`config.mk`:
```
export PLATFORM = sky130hd
export DESIGN_NAME = crc_step
export DESIGN_NICKNAME = d
export VERILOG_FILES = /design/src/rtl/crc_checker_pkg.sv /design/src/rtl/crc_checker_step.sv
export SDC_FILE = /design/constraint.sdc
export NUM_CORES = 1
export LEC_CHECK = 0
export CAP_MARGIN = 20
export CORE_AREA = 2 2 39 41
export DETAILED_ROUTE_END_ITERATION = 7
export DIE_AREA = 0 0 41 43
export PLACE_DENSITY_LB_ADDON = 0.2
export RECOVER_POWER = 50
export SYNTH_ARGS = -nofsm -noshare
export SYNTH_HDL_FRONTEND = slang
export SYNTH_SLANG_ARGS = --single-unit
```
`constraint.sdc`:
```
create_clock -name vclk -period 1.26
set_input_delay 0.252 -clock vclk [all_inputs]
set_output_delay 0.252 -clock vclk [all_outputs]
set_load 0.01 [all_outputs]
```
`src/rtl/crc_checker_pkg.sv`:
```
// crc_checker_pkg: shared FSM encoding, CRC widths and mode encoding
// for the serial CRC receive checker and its per-bit step logic.
package crc_checker_pkg;

   typedef enum logic [1:0] {
      ST_IDLE  = 2'd0,
      ST_DATA  = 2'd1,
      ST_CHECK = 2'd2,
      ST_DONE  = 2'd3
   } state_e;

   localparam int CRC5_W = 5;
   localparam int CRC8_W = 8;
   localparam int REM_W  = 9;

   localparam logic SEL_CRC5 = 1'b1;
   localparam logic SEL_CRC8 = 1'b0;

   function automatic int unsigned crc_width(input logic sel);
      return (sel == SEL_CRC5) ? CRC5_W : CRC8_W;
   endfunction

   // CRC-5 keeps six live remainder bits, CRC-8 all nine.
   function automatic logic [REM_W-1:0] rem_mask(input logic sel);
      return (sel == SEL_CRC5) ? 9'h03F : 9'h1FF;
   endfunction

endpackage

```
`src/rtl/crc_checker_step.sv`:
```
// crc_step: combinational per-bit remainder update shared with the
// transmit generator. Ports: sel, bit_in, rem_in[8:0] -> rem_out[8:0].
module crc_step
   import crc_checker_pkg::*;
(
   input  logic             sel,
   input  logic             bit_in,
   input  logic [REM_W-1:0] rem_in,
   output logic [REM_W-1:0] rem_out
);

   always_comb begin
      rem_out = '0;
      if (sel == SEL_CRC5) begin
         rem_out[0] = bit_in;
         rem_out[1] = rem_in[0] ^ rem_in[5];
         rem_out[2] = rem_in[1] ^ rem_in[5];
         rem_out[3] = rem_in[2];
         rem_out[4] = rem_in[3] ^ rem_in[5];
         rem_out[5] = rem_in[4];
      end else begin
         rem_out[0] = bit_in;
         rem_out[1] = rem_in[0] ^ rem_in[8];
         rem_out[2] = rem_in[1];
         rem_out[3] = rem_in[2];
         rem_out[4] = rem_in[3];
         rem_out[5] = rem_in[4] ^ rem_in[8];
         rem_out[6] = rem_in[5] ^ rem_in[8];
         rem_out[7] = rem_in[6];
         rem_out[8] = rem_in[7];
      end
   end

endmodule

```
==> run metrics, run 1 <==
hold path startpoint rem_in[2]; Post-synth top cells xnor2_1 (5), and2b_2 (2), buf_4 (2); slowest cell delay on critical path 0.41 ns; Die H 43 um; status completed; Ports 20; largest area contributor in the synthesized netlist xnor2_1; crit path kind in2out; count leader, synth xnor2_1; DR iter-0 viols 0; Hold Vio Cnt, Final 0; fin crit period 1.241 ns; sequential share of the synthesized area 0; IR drop worst, VDD 86.50 uV; routed len/inst 11.07 um; ant diodes 0; hold path depth 0; Synthesis Warnings 0; Min-Delay Endpoint rem_out[3]; DIE AREA 1763 um2; Max Slew Vio Count 0; core area 1384 um2; crit path launch rem_in[7]; CP startpoint kind input pin; slew of the pin with the lowest slew margin 0.1717 ns; layout cell share with drive strength beyond 1 0.5357; global-route wire length before repair 607 um; post-route ant nets 0; Netlist Area Pre-Place 100.1 um2; critical path's slowest cell clkdlybuf4s50_1; Worst Setup End Kind output port; Row Count 14; CP bufs+invs 2; endpoints failing setup 0; port bufs 16; Mean Syn Cell Area 7.700 um2; Synth Net Count 24; via count 140; arrival time worst endpoint 0.99 ns; Reg area 0 um2; clock buf count 0; worst hold path type in2out; Post-Synthesis Cells 13; main area contributors after synthesis xnor2_1 (44%), and2b_2 (18%), buf_4 (15%); Cell Pwr Density 389.2 nW/um2; Fmax 806.0 MHz; num sequential 0; total track usage 0.04905; Final period util 0.9847; CTS Hold Buffers Added 0; largest net degree at the start of global routing 7; vias in the first global route 124; Area Growth Syn to Fin 138.7%; post-CTS setup buffer count 0; fin util 0.1727; setup TNS 0 ns; initial antenna violation count 0; Synth top area share 0.4375; critical path peak fanout 1; Die X 41 um; starting density of the core 0.07233; grt total ovfl 0; vias per cell 3.182; # DRC 0; P_leak 0.0001242 uW; Slew HR 0.8823; RSZ-0062 raised after global routing no; max-capacitance violation count 0; gpl congestion 0.5946; DRT Wirelength 487 um; Cell variety after synth 7; fin nets 41; CP top delay family buffers and inverters; Crit path required time 1.01 ns; drt first pass iters 1; crit-path cells clkdlybuf4s50_1 > and2b_2 > buf_2
==> what timing repair did <==
action,CTS,global route
setup endpoints to repair,7,2
resized for setup,41,5
pin swaps,4,1
==> cell families after synthesis <==
family        count (synthesis)  synth area share
buf+inv                       2            0.1500
mux                           1            0.1000
xor+xnor                      5            0.4375
simple gates                  5            0.3125
==> report_power, final <==
part / internal, uW / total [uW] / switching, uW / leakage [uW]
logic: 51.4 / 93.0 / 41.6 / 0.000124
registers: 0 / 0 / 0 / 0
clock network: 0 / 0 / 0 / 0
==> how the worst max path moves through the flow <==
| stage | cells after the start | slack, ns | to |
|---|---|---|---|
| 6_report | 3 | 0.02 | rem_out[8] |
| 5_1_grt | 3 | 0.002 | rem_out[8] |
| 4_1_cts | 3 | 0.02 | rem_out[8] |
| 3_5_place_dp | 4 | -0.77 | rem_out[1] |
| 3_3_place_gp | 4 | -0.74 | rem_out[1] |
| 2_1_floorplan | 2 | 0.39 | rem_out[1] |
==> cell type report <==
| type | count | area [um2] |
|---|---|---|
| fill | 163 | 1145 |
| timing repair buffer | 17 | 111.4 |
| multi-input combinational | 11 | 107.6 |
| tap | 16 | 20.02 |
==> stage by stage <==
step	setup slack (ns)	hold WS [ns]	instances	cell area, um2	power, uW
after floorplan	0.3888	0.5515	13	100.1	42.67
after global placement	-0.7395	0.5041	44	272.8	112.5
after detailed placement	-0.7729	0.5041	44	272.8	115.0
after CTS	0.01631	0.5041	44	242.7	94.11
after global routing	0.002082	0.5040	44	239.0	100.3
final	0.01933	0.5040	44	239.0	93.01
==> cells in the final DEF (no fill, tap or decap), types with 2 or more instances in the layout <==
cell,instances
clkdlybuf4s50_1,2
and2b_2,2
dlygate4sd2_1,4
xnor2_1,2
clkbuf_2,2
xnor2_2,3
buf_2,7
==> routing by layer <==
layer	part of all wire	track usage	vias up
li1	-	-	68
met1	0.41	0.07643	54
met2	0.28	0.05313	16
met3	0.28	0.03141	2
met4	0.023	0.01333	0
met5	0	0	-
Note: power is estimated with default switching activity, not from simulation.
==> inputs of run 2 (changes only) <==
--- a/config.mk
+++ b/config.mk
@@ -11,6 +11,7 @@
 export DIE_AREA = 0 0 41 43
 export PLACE_DENSITY_LB_ADDON = 0.2
 export RECOVER_POWER = 50
+export SETUP_SLACK_MARGIN = 0.3
 export SYNTH_ARGS = -nofsm -noshare
 export SYNTH_HDL_FRONTEND = slang
 export SYNTH_SLANG_ARGS = --single-unit
==> run 2 against run 1 <==
Against the previous run:
- die area unchanged
- sequential share of layout area stayed put
- non-clock buffer count stayed put
- wire length grew 1.6%
- cell count did not move
- largest cell class unchanged
- largest power group unchanged
==> run metrics, run 2 (synthesis gave the netlist of run 1 again) <==
status completed; Place WS -0.7729 ns (unchanged); Max Slew Vio Count 0 (unchanged); grt total ovfl 0 (unchanged); Fmax 926.4 MHz (+15%); ant diodes 0 (unchanged); clock buf count 0 (unchanged); via count 144 (+2.9%); CP bufs+invs 2 (unchanged); Area Growth Syn to Fin 175.0%; layout cell share with drive strength beyond 1 0.6429 (+0.1071); slowest cell delay on critical path 0.21 ns (-0.20 ns); fill count 163 (unchanged); DRT Wirelength 495 um (+1.6%); endpoints failing setup 0 (unchanged); CP top delay family buffers and inverters; drt first pass iters 1 (unchanged); post-CTS setup buffer count 0 (unchanged); largest net degree at the start of global routing 7 (unchanged); P_leak 0.0001273 uW (+2.5%); max-capacitance violation count 0 (unchanged); post-route setup slack 0.1806 ns (+0.1613 ns); leading cell types in the layout, fill and taps excluded buf_2 (8), xnor2_2 (3), clkdlybuf4s15_1 (3); WL met3 143 um (+4.4%); top routing layer in use met4; Ports 20 (unchanged); starting density of the core 0.07233 (unchanged); global-route wire length before repair 621 um (+2.3%); crit path kind in2out; met1 WL 193 um (-3.0%); Slew HR 0.9122 (+0.02996); Cell Pwr Density 391.5 nW/um2 (+0.59%); routed len/inst 11.25 um (+1.6%); slew of the pin with the lowest slew margin 0.1289 ns (-0.04278 ns); initial antenna violation count 0 (unchanged); DIE AREA 1763 um2 (unchanged); arrival time worst endpoint 0.83 ns (-0.16 ns); RSZ-0062 raised after global routing yes; vias in the first global route 124 (unchanged); total track usage 0.05005 (+0.001001); Hold Vio Cnt, Final 0 (unchanged); gpl congestion 0.5946 (unchanged); IR drop worst, VDD 121.5 uV (+41%); worst hold path type in2out; total power 107.8 uW (+16%); DR iter-0 viols 0 (unchanged); critical path peak fanout 6 (+5); fin nets 41 (unchanged); # DRC 0 (unchanged); Die X 41 um (unchanged); vias per cell 3.273 (+2.9%); Die H 43 um (unchanged); num sequential 0 (unchanged); Final period util 0.8567 (-0.1280); post-route ant nets 0 (unchanged); critical path's slowest cell mux2i_4; port bufs 16 (unchanged); CP Depth 4 (+1); Worst Setup End Kind output port; core area 1384 um2 (unchanged); CP startpoint kind input pin; Reg area 0 um2 (unchanged); crit-path cells buf_12 > mux2i_4 > xnor2_1 > buf_2; fin crit period 1.079 ns (-0.1613 ns); Crit path required time 1.01 ns (about the same); most common cell after layout, fill and taps aside buf_2; Routed met2 length 146 um (+5.8%); hold path depth 0 (unchanged); Row Count 14 (unchanged)
==> run 2: worst paths after layout <==
kind	from	end	slack, ns
worst max-delay path	sel	rem_out[1]	0.18
worst min-delay path	rem_in[2]	rem_out[3]	0.50
==> run 2: what timing repair did <==
action	CTS	global route
resized for setup	60	9
hold buffers	0	0
pin swaps	5	4
endpoints found under the setup margin	7	5
==> run 2: layer usage <==
layer,up-vias,global-route usage
met1,57,0.07962
li1,69,-
met4,0,0.01333
met5,-,0
met2,16,0.05313
met3,2,0.03141
==> run 2: where the power goes <==
part           internal [uW]  total (uW)  switching [uW]
Clock                      0           0               0
Combinational           62.5         108            45.2
Sequential                 0           0               0
Total                   62.5         108            45.2
==> run 2: final cells by class <==
| cell class | instances | area, um2 | share of cell area |
|---|---|---|---|
| Timing Repair Buffer | 17 | 132.6 | 0.4818 |
| Multi-Input combinational cell | 11 | 122.6 | 0.4455 |
| Tap cell | 16 | 20.02 | 0.07273 |
==> run 2: per-stage QoR <==
step                      instance area, um2  TNS, ns  hold WS, ns    util  instances
after floorplan                        100.1        0       0.5515       -         13
after global placement                 272.8   -4.262       0.5041  0.1971         44
after detailed placement               272.8   -4.478       0.5041  0.1971         44
after CTS                              250.2        0       0.5041  0.1808         44
after global routing                   275.3        0       0.5040  0.1989         44
final                                  275.3        0       0.5040  0.1989         44
==> inputs of run 3 (changes only) <==
--- a/config.mk
+++ b/config.mk
@@ -5,13 +5,13 @@
 export SDC_FILE = /design/constraint.sdc
 export NUM_CORES = 1
 export LEC_CHECK = 0
+export ABC_AREA = 0
 export CAP_MARGIN = 20
 export CORE_AREA = 2 2 39 41
 export DETAILED_ROUTE_END_ITERATION = 7
 export DIE_AREA = 0 0 41 43
 export PLACE_DENSITY_LB_ADDON = 0.2
 export RECOVER_POWER = 50
-export SETUP_SLACK_MARGIN = 0.3
 export SYNTH_ARGS = -nofsm -noshare
 export SYNTH_HDL_FRONTEND = slang
 export SYNTH_SLANG_ARGS = --single-unit
==> results of run 3 <==
Same layout as run 1: the final DEF is identical, and so are final timing and power.
